--- src/rtl/rv32_regfile_pkg.sv ---
// rv32_regfile_pkg
// Shared constants and types for the RV32 integer register file.
//   XLEN       : register / data width in bits
//   NUM_REGS   : number of architectural registers (x0..x31)
//   REG_ADDR_W : width of a register index
//   reg_addr_t : register index type used on every address port
package rv32_regfile_pkg;

  localparam int XLEN       = 32;
  localparam int NUM_REGS   = 32;
  localparam int REG_ADDR_W = $clog2(NUM_REGS);

  typedef logic [REG_ADDR_W-1:0] reg_addr_t;

  // True when the index names the hard-wired zero register.
  function automatic logic is_x0(input reg_addr_t addr);
    return (addr == {REG_ADDR_W{1'b0}});
  endfunction

endpackage

--- src/rtl/regfile_read_port.sv ---
// regfile_read_port
// One combinational read port of the register file: zero-register check,
// write-through bypass compare and the storage mux.
// Ports:
//   reset_n    : active-low reset; while low the port returns 0
//   rs_address : register index to read
//   rd_address : index currently being written (bypass compare)
//   rd_value   : data currently being written (bypass data)
//   regs       : storage entries x1..x(NUM_REGS-1), packed
//   rs_value   : read data
module regfile_read_port #(
  parameter int XLEN     = 32,
  parameter int NUM_REGS = 32,
  parameter int ADDR_W   = 5
) (
  input  logic                               reset_n,
  input  logic [ADDR_W-1:0]                  rs_address,
  input  logic [ADDR_W-1:0]                  rd_address,
  input  logic [XLEN-1:0]                    rd_value,
  input  logic [NUM_REGS-1:1][XLEN-1:0]      regs,
  output logic [XLEN-1:0]                    rs_value
);

  logic             is_zero_s;
  logic             bypass_hit_s;
  logic [XLEN-1:0]  array_value_s;

  // Decode the special cases: x0 reads and a same-cycle write to the read index.
  always_comb begin
    is_zero_s    = (rs_address == {ADDR_W{1'b0}});
    bypass_hit_s = 1'b0;
    if (!is_zero_s && (rs_address == rd_address)) begin
      bypass_hit_s = 1'b1;
    end else begin
      bypass_hit_s = 1'b0;
    end
  end

  // Storage mux over entries 1..NUM_REGS-1; x0 has no entry.
  always_comb begin
    array_value_s = {XLEN{1'b0}};
    for (int i = 1; i < NUM_REGS; i++) begin
      if (rs_address == ADDR_W'(i)) begin
        array_value_s = regs[i];
      end else begin
        array_value_s = array_value_s;
      end
    end
  end

  // Final select: reset and x0 force zero, then bypass wins over stored data.
  always_comb begin
    rs_value = {XLEN{1'b0}};
    if (!reset_n) begin
      rs_value = {XLEN{1'b0}};
    end else if (is_zero_s) begin
      rs_value = {XLEN{1'b0}};
    end else if (bypass_hit_s) begin
      rs_value = rd_value;
    end else begin
      rs_value = array_value_s;
    end
  end

endmodule

--- src/rtl/rv32_regfile.sv ---
// rv32_regfile
// RV32 integer register file: two combinational read ports with write-through
// bypass, one write port that writes on every clock edge (no enable), x0
// hard-wired to zero.
// Ports:
//   clk         : clock, state updates on rising edge
//   reset_n     : asynchronous active-low reset, clears x1..x31 immediately
//   rs1_address : read port 1 index
//   rs2_address : read port 2 index
//   rd_address  : write index (x0 writes are discarded)
//   rd_value    : write data
//   rs1_value_o : read port 1 data
//   rs2_value_o : read port 2 data
module rv32_regfile #(
  parameter int XLEN     = 32,
  parameter int NUM_REGS = 32
) (
  input  logic                       clk,
  input  logic                       reset_n,
  input  rv32_regfile_pkg::reg_addr_t rs1_address,
  input  rv32_regfile_pkg::reg_addr_t rs2_address,
  input  rv32_regfile_pkg::reg_addr_t rd_address,
  input  logic [XLEN-1:0]            rd_value,
  output logic [XLEN-1:0]            rs1_value_o,
  output logic [XLEN-1:0]            rs2_value_o
);

  import rv32_regfile_pkg::*;

  // Entries 1..NUM_REGS-1 only; x0 is a constant zero provided by the read ports.
  logic [NUM_REGS-1:1][XLEN-1:0] regs_r;
  logic                          write_x0_s;

  // Writes aimed at x0 are dropped before reaching the storage.
  always_comb begin
    write_x0_s = is_x0(rd_address);
  end

  // Storage update: async clear, otherwise load rd_value into the addressed entry every edge.
  always_ff @(posedge clk or negedge reset_n) begin
    if (!reset_n) begin
      regs_r <= '0;
    end else if (!write_x0_s) begin
      for (int i = 1; i < NUM_REGS; i++) begin
        if (rd_address == REG_ADDR_W'(i)) begin
          regs_r[i] <= rd_value;
        end
      end
    end
  end

  regfile_read_port #(
    .XLEN     (XLEN),
    .NUM_REGS (NUM_REGS),
    .ADDR_W   (REG_ADDR_W)
  ) u_read_port1 (
    .reset_n    (reset_n),
    .rs_address (rs1_address),
    .rd_address (rd_address),
    .rd_value   (rd_value),
    .regs       (regs_r),
    .rs_value   (rs1_value_o)
  );

  regfile_read_port #(
    .XLEN     (XLEN),
    .NUM_REGS (NUM_REGS),
    .ADDR_W   (REG_ADDR_W)
  ) u_read_port2 (
    .reset_n    (reset_n),
    .rs_address (rs2_address),
    .rd_address (rd_address),
    .rd_value   (rd_value),
    .regs       (regs_r),
    .rs_value   (rs2_value_o)
  );

endmodule

--- config.mk ---
export PLATFORM = sky130hd
export DESIGN_NAME = rv32_regfile
export DESIGN_NICKNAME = d
export VERILOG_FILES = /design/src/rtl/rv32_regfile_pkg.sv /design/src/rtl/regfile_read_port.sv /design/src/rtl/rv32_regfile.sv
export SDC_FILE = /design/constraint.sdc
export NUM_CORES = 2
export LEC_CHECK = 0
export CORE_ASPECT_RATIO = 2
export CORE_MARGIN = 4
export CORE_UTILIZATION = 24
export CTS_CLUSTER_DIAMETER = 80
export DETAILED_ROUTE_END_ITERATION = 16
export PLACE_DENSITY = 0.41
export SETUP_SLACK_MARGIN = 0.2
export SLEW_MARGIN = 40
export SYNTH_ARGS = -nofsm -noshare
export SYNTH_HDL_FRONTEND = slang
export SYNTH_SLANG_ARGS = --single-unit
export TNS_END_PERCENT = 1
--- constraint.sdc ---
create_clock -name clk -period 2.45 [get_ports clk]
set_input_delay 0.245 -clock clk [delete_from_list [all_inputs] [get_ports clk]]
set_output_delay 0.245 -clock clk [all_outputs]
set_load 0.05 [all_outputs]
==> results.toml <==
[outcome]
outcome = "finished with violations"
violations = "negative setup slack"

[global_routing]
grt_pass1_vias = 53200
grtUsageTotal_pct = 34.4
grt_pass1_wl_um = 521000
antenna_found_initial = 17
grt_max_degree = 134
overflow = 0

[logic_synthesis]
synth_top_family_by_area = "multiplexers"
synth_compound_area_share_pct = 18.9
syn-cell-area_um2 = 52400
yosysSeqAreaShare_pct = 47.4
yosysMostFrequentCell = "dfrtp_1"
synth_nets = 4729
yosys-top-cells-count = "dfrtp_1, mux2_2, a22oi_1, clkbuf_1, nand2_1"
synthMuxAreaShare_pct = 21.7
ys_warn_count = 0
synth_cell_types = 81
synthAdderAreaFrac_pct = 0
synth_top_cell_by_area = "dfrtp_1"
netlist_instances = 4680
synth_area_leaders = "dfrtp_1, mux2_2, a22oi_1"
synthFlopType = "dfrtp_1"
synth-edff-count = 0
synth_simple_gate_area_share_pct = 7.89
synth_area_per_cell_um2 = 11.2
synth_xor_area_share_pct = 0.184
ys_ff_latch = 992
synth_top_area_share_pct = 47.4
synthArstFlopShare_pct = 100

[pwr]
ir_drop_mv = 0.773
power_frac_comb_pct = 22.4
netSwitchingPower_mw = 18.7
p_clk_share_pct = 31.9
p_per_area_nw_per_um2 = 735
p_leak_nw = 30.9
finalPower_mw = 54.7
p_sw_share_pct = 34.2
power.internal_mw = 36.0
seqPwrFrac_pct = 45.7

[critical_path]
slowest_stage = "a221o_1"
crit_cells = 8
worstPathArrival_ps = 3040
cp_max_fo = 3
path_buf_inv = 3
r2r_slack_ps = 1400
endpoint_kind = "primary output"
critPathTopFamily = "compound AO/OA/AOI/OAI gates"
critPathLaunchType = "flop"
r2r_start = "regs_r[51]"
crit_required_ps = 2200
r2r-end = "regs_r[51]"
slowest_delay_ps = 460
crit_type = "flop to primary output"
crit_path_end = "rs2_value_o[28]"
crit_top_cell = "buf_12"
path_cells = "inv_1, o32ai_1, a32oi_1, nand3_2, a221o_1, a41o_1, buf_12, buf_12"
cp-startpoint = "regs_r[604]"
worst-r2r-cell-count = 3

[flow_run]
cap_violations = 0

[timing]
fin_crit_ps = 3290
fmax_ghz = 0.304
final.setup_skew_ps = 0
fin_ws_ps = -836
min_period_over_period_pct = 134
worst_hold_slack_ps = 39.5
worst_pin_slew_ps = 845
rsz0062_at_grt = "true"
slew_viol_final = 0
final.setup.tns_ps = -40000
relSlewSlack_pct = 43.2
setup_viol = 64
finalHoldViolations = 0

[routing]
drc = 0
wl_per_cell_um = 47.0
num_vias = 52500
drt_pass1_iterations = 6
drtAntennaViolNets = 0
detail_route.iter0.violations = 6473
routed_wl_um = 402000
viasPerCell = 6.14

[placement]
dpl.hpwl_um = 296000
port_buffers = 112
gp_congestion = 1.03

[layout]
drive_gt1_share_pct = 48.9
regMostFlops = "regs_r"
final_core_util_pct = 34.2
area_growth_pct = 41.9
largest_reg_flops = 992
nNetsFinal = 5703
top_regs = "regs_r x992"

[die]
start_util_pct = 24.1
core-area_um2 = 217000
die_w_um = 338
rows = 242
dieArea_um2 = 226000
die_h_um = 669
num_io_pins = 113

[cts]
numCtsBuffers = 98
h-tree-depth = 3
cts_root_buffer = "clkbuf_16"
cts_max_path_buffers = 3
clk_latency_ps = 740
cts_sinks = 992
cts_tree = "done"
clk_pin_slew_ps = 70

[hold_path]
hold_class = "primary input to async pin"
[placed cells by master, fill, tap and decap left out, types with 19 or more instances in the layout]
master and n:
a21oi_1 145, a221oi_1 136, a221oi_2 38, a222oi_1 19, a22o_1 163, a22oi_1 341
a31oi_1 27, and3_1 39, buf_12 326, buf_4 912, buf_6 50, clkbuf_16 98
clkdlybuf4s50_1 35, clkinv_2 19, dfrtp_1 988, inv_1 21, mux2_2 990, mux2i_1 22
nand2_1 221, nand2b_1 21, nand3_1 50, nand4_1 77, nor2_1 115, nor2_4 76
nor3_1 50, o211ai_1 19, o21ai_0 166, o221ai_2 20, o22ai_1 32
[how the worst min path moves through the flow]
stage	to	startpoint	cells past startpoint
after CTS	regs_r[251]	reset_n	4
final	regs_r[802]	reset_n	4
after floorplan	regs_r[0]	reset_n	0
after global routing	regs_r[557]	reset_n	5
after global placement	regs_r[226]	reset_n	2
after detailed placement	regs_r[255]	reset_n	2
[worst register-to-register path, delay by kind of cell, from the launching register on]
kind	cells	cell delay, ps
buffers and inverters	2	280
DFF	1	410
muxes	1	250
[area by class of cell]
cell class,count,area (um2)
Timing Repair Buffer,1342,14600
Inverter,21,78.8
Fill cell,21900,143000
Multi-Input combinational cell,3199,27800
Antenna cell,11,27.5
Clock inverter,55,786
Sequential cell,992,24800
Tap cell,2806,3510
Clock buffer,126,2740
[kinds of logic (layout without fill, tap and decap cells)]
logic type,count (synthesis),in the layout
AO/OA/AOI/OAI,1355,1355
flip-flops,992,992
buffers and inverters,489,1544
other,0,11
multiplexers,1012,1012
AND/OR/NAND/NOR,821,821
XOR/XNOR,11,11
[power groups by stage]
| stage | clock network, mW | registers [mW] | logic, mW |
|---|---|---|---|
| final | 17.4 | 25.0 | 12.2 |
| after detailed placement | 0 | 24.9 | 11.7 |
| after global routing | 18.1 | 25.1 | 12.8 |
| after floorplan | 0 | 22.5 | 6.34 |
| after CTS | 17.7 | 24.7 | 11.9 |
| after global placement | 0 | 24.9 | 11.5 |
[metal layers]
layer  global-route usage (%)  vias to the layer above  part of all wire (%)
met5                        0                        -                 0.011
met3                     6.72                     1618                   7.1
met2                     57.1                     3532                    46
li1                         -                    20000                     -
met4                     33.1                        6                    13
met1                     36.4                    27300                    34
[per-stage QoR]
| stage | worst slack [ps] | instance area (um2) | instances |
|---|---|---|---|
| 2_1_floorplan | 12.3 | 53100 | 4680 |
| 3_3_place_gp | -1500 | 69000 | 8316 |
| 3_5_place_dp | -1300 | 69000 | 8317 |
| 4_1_cts | -869 | 73500 | 8529 |
| 5_1_grt | -817 | 74400 | 8544 |
| 6_report | -836 | 74400 | 8552 |
[what timing repair did]
action / in CTS / in global routing
pin swaps: 34 / 63
hold endpoints to repair: 228 / 0
hold buffers: 5 / 0
buffers inserted: 26 / 10
setup endpoints to repair: 64 / 64
resized for setup: 123 / 147
No activity file was read; power rests on OpenSTA's default activity.
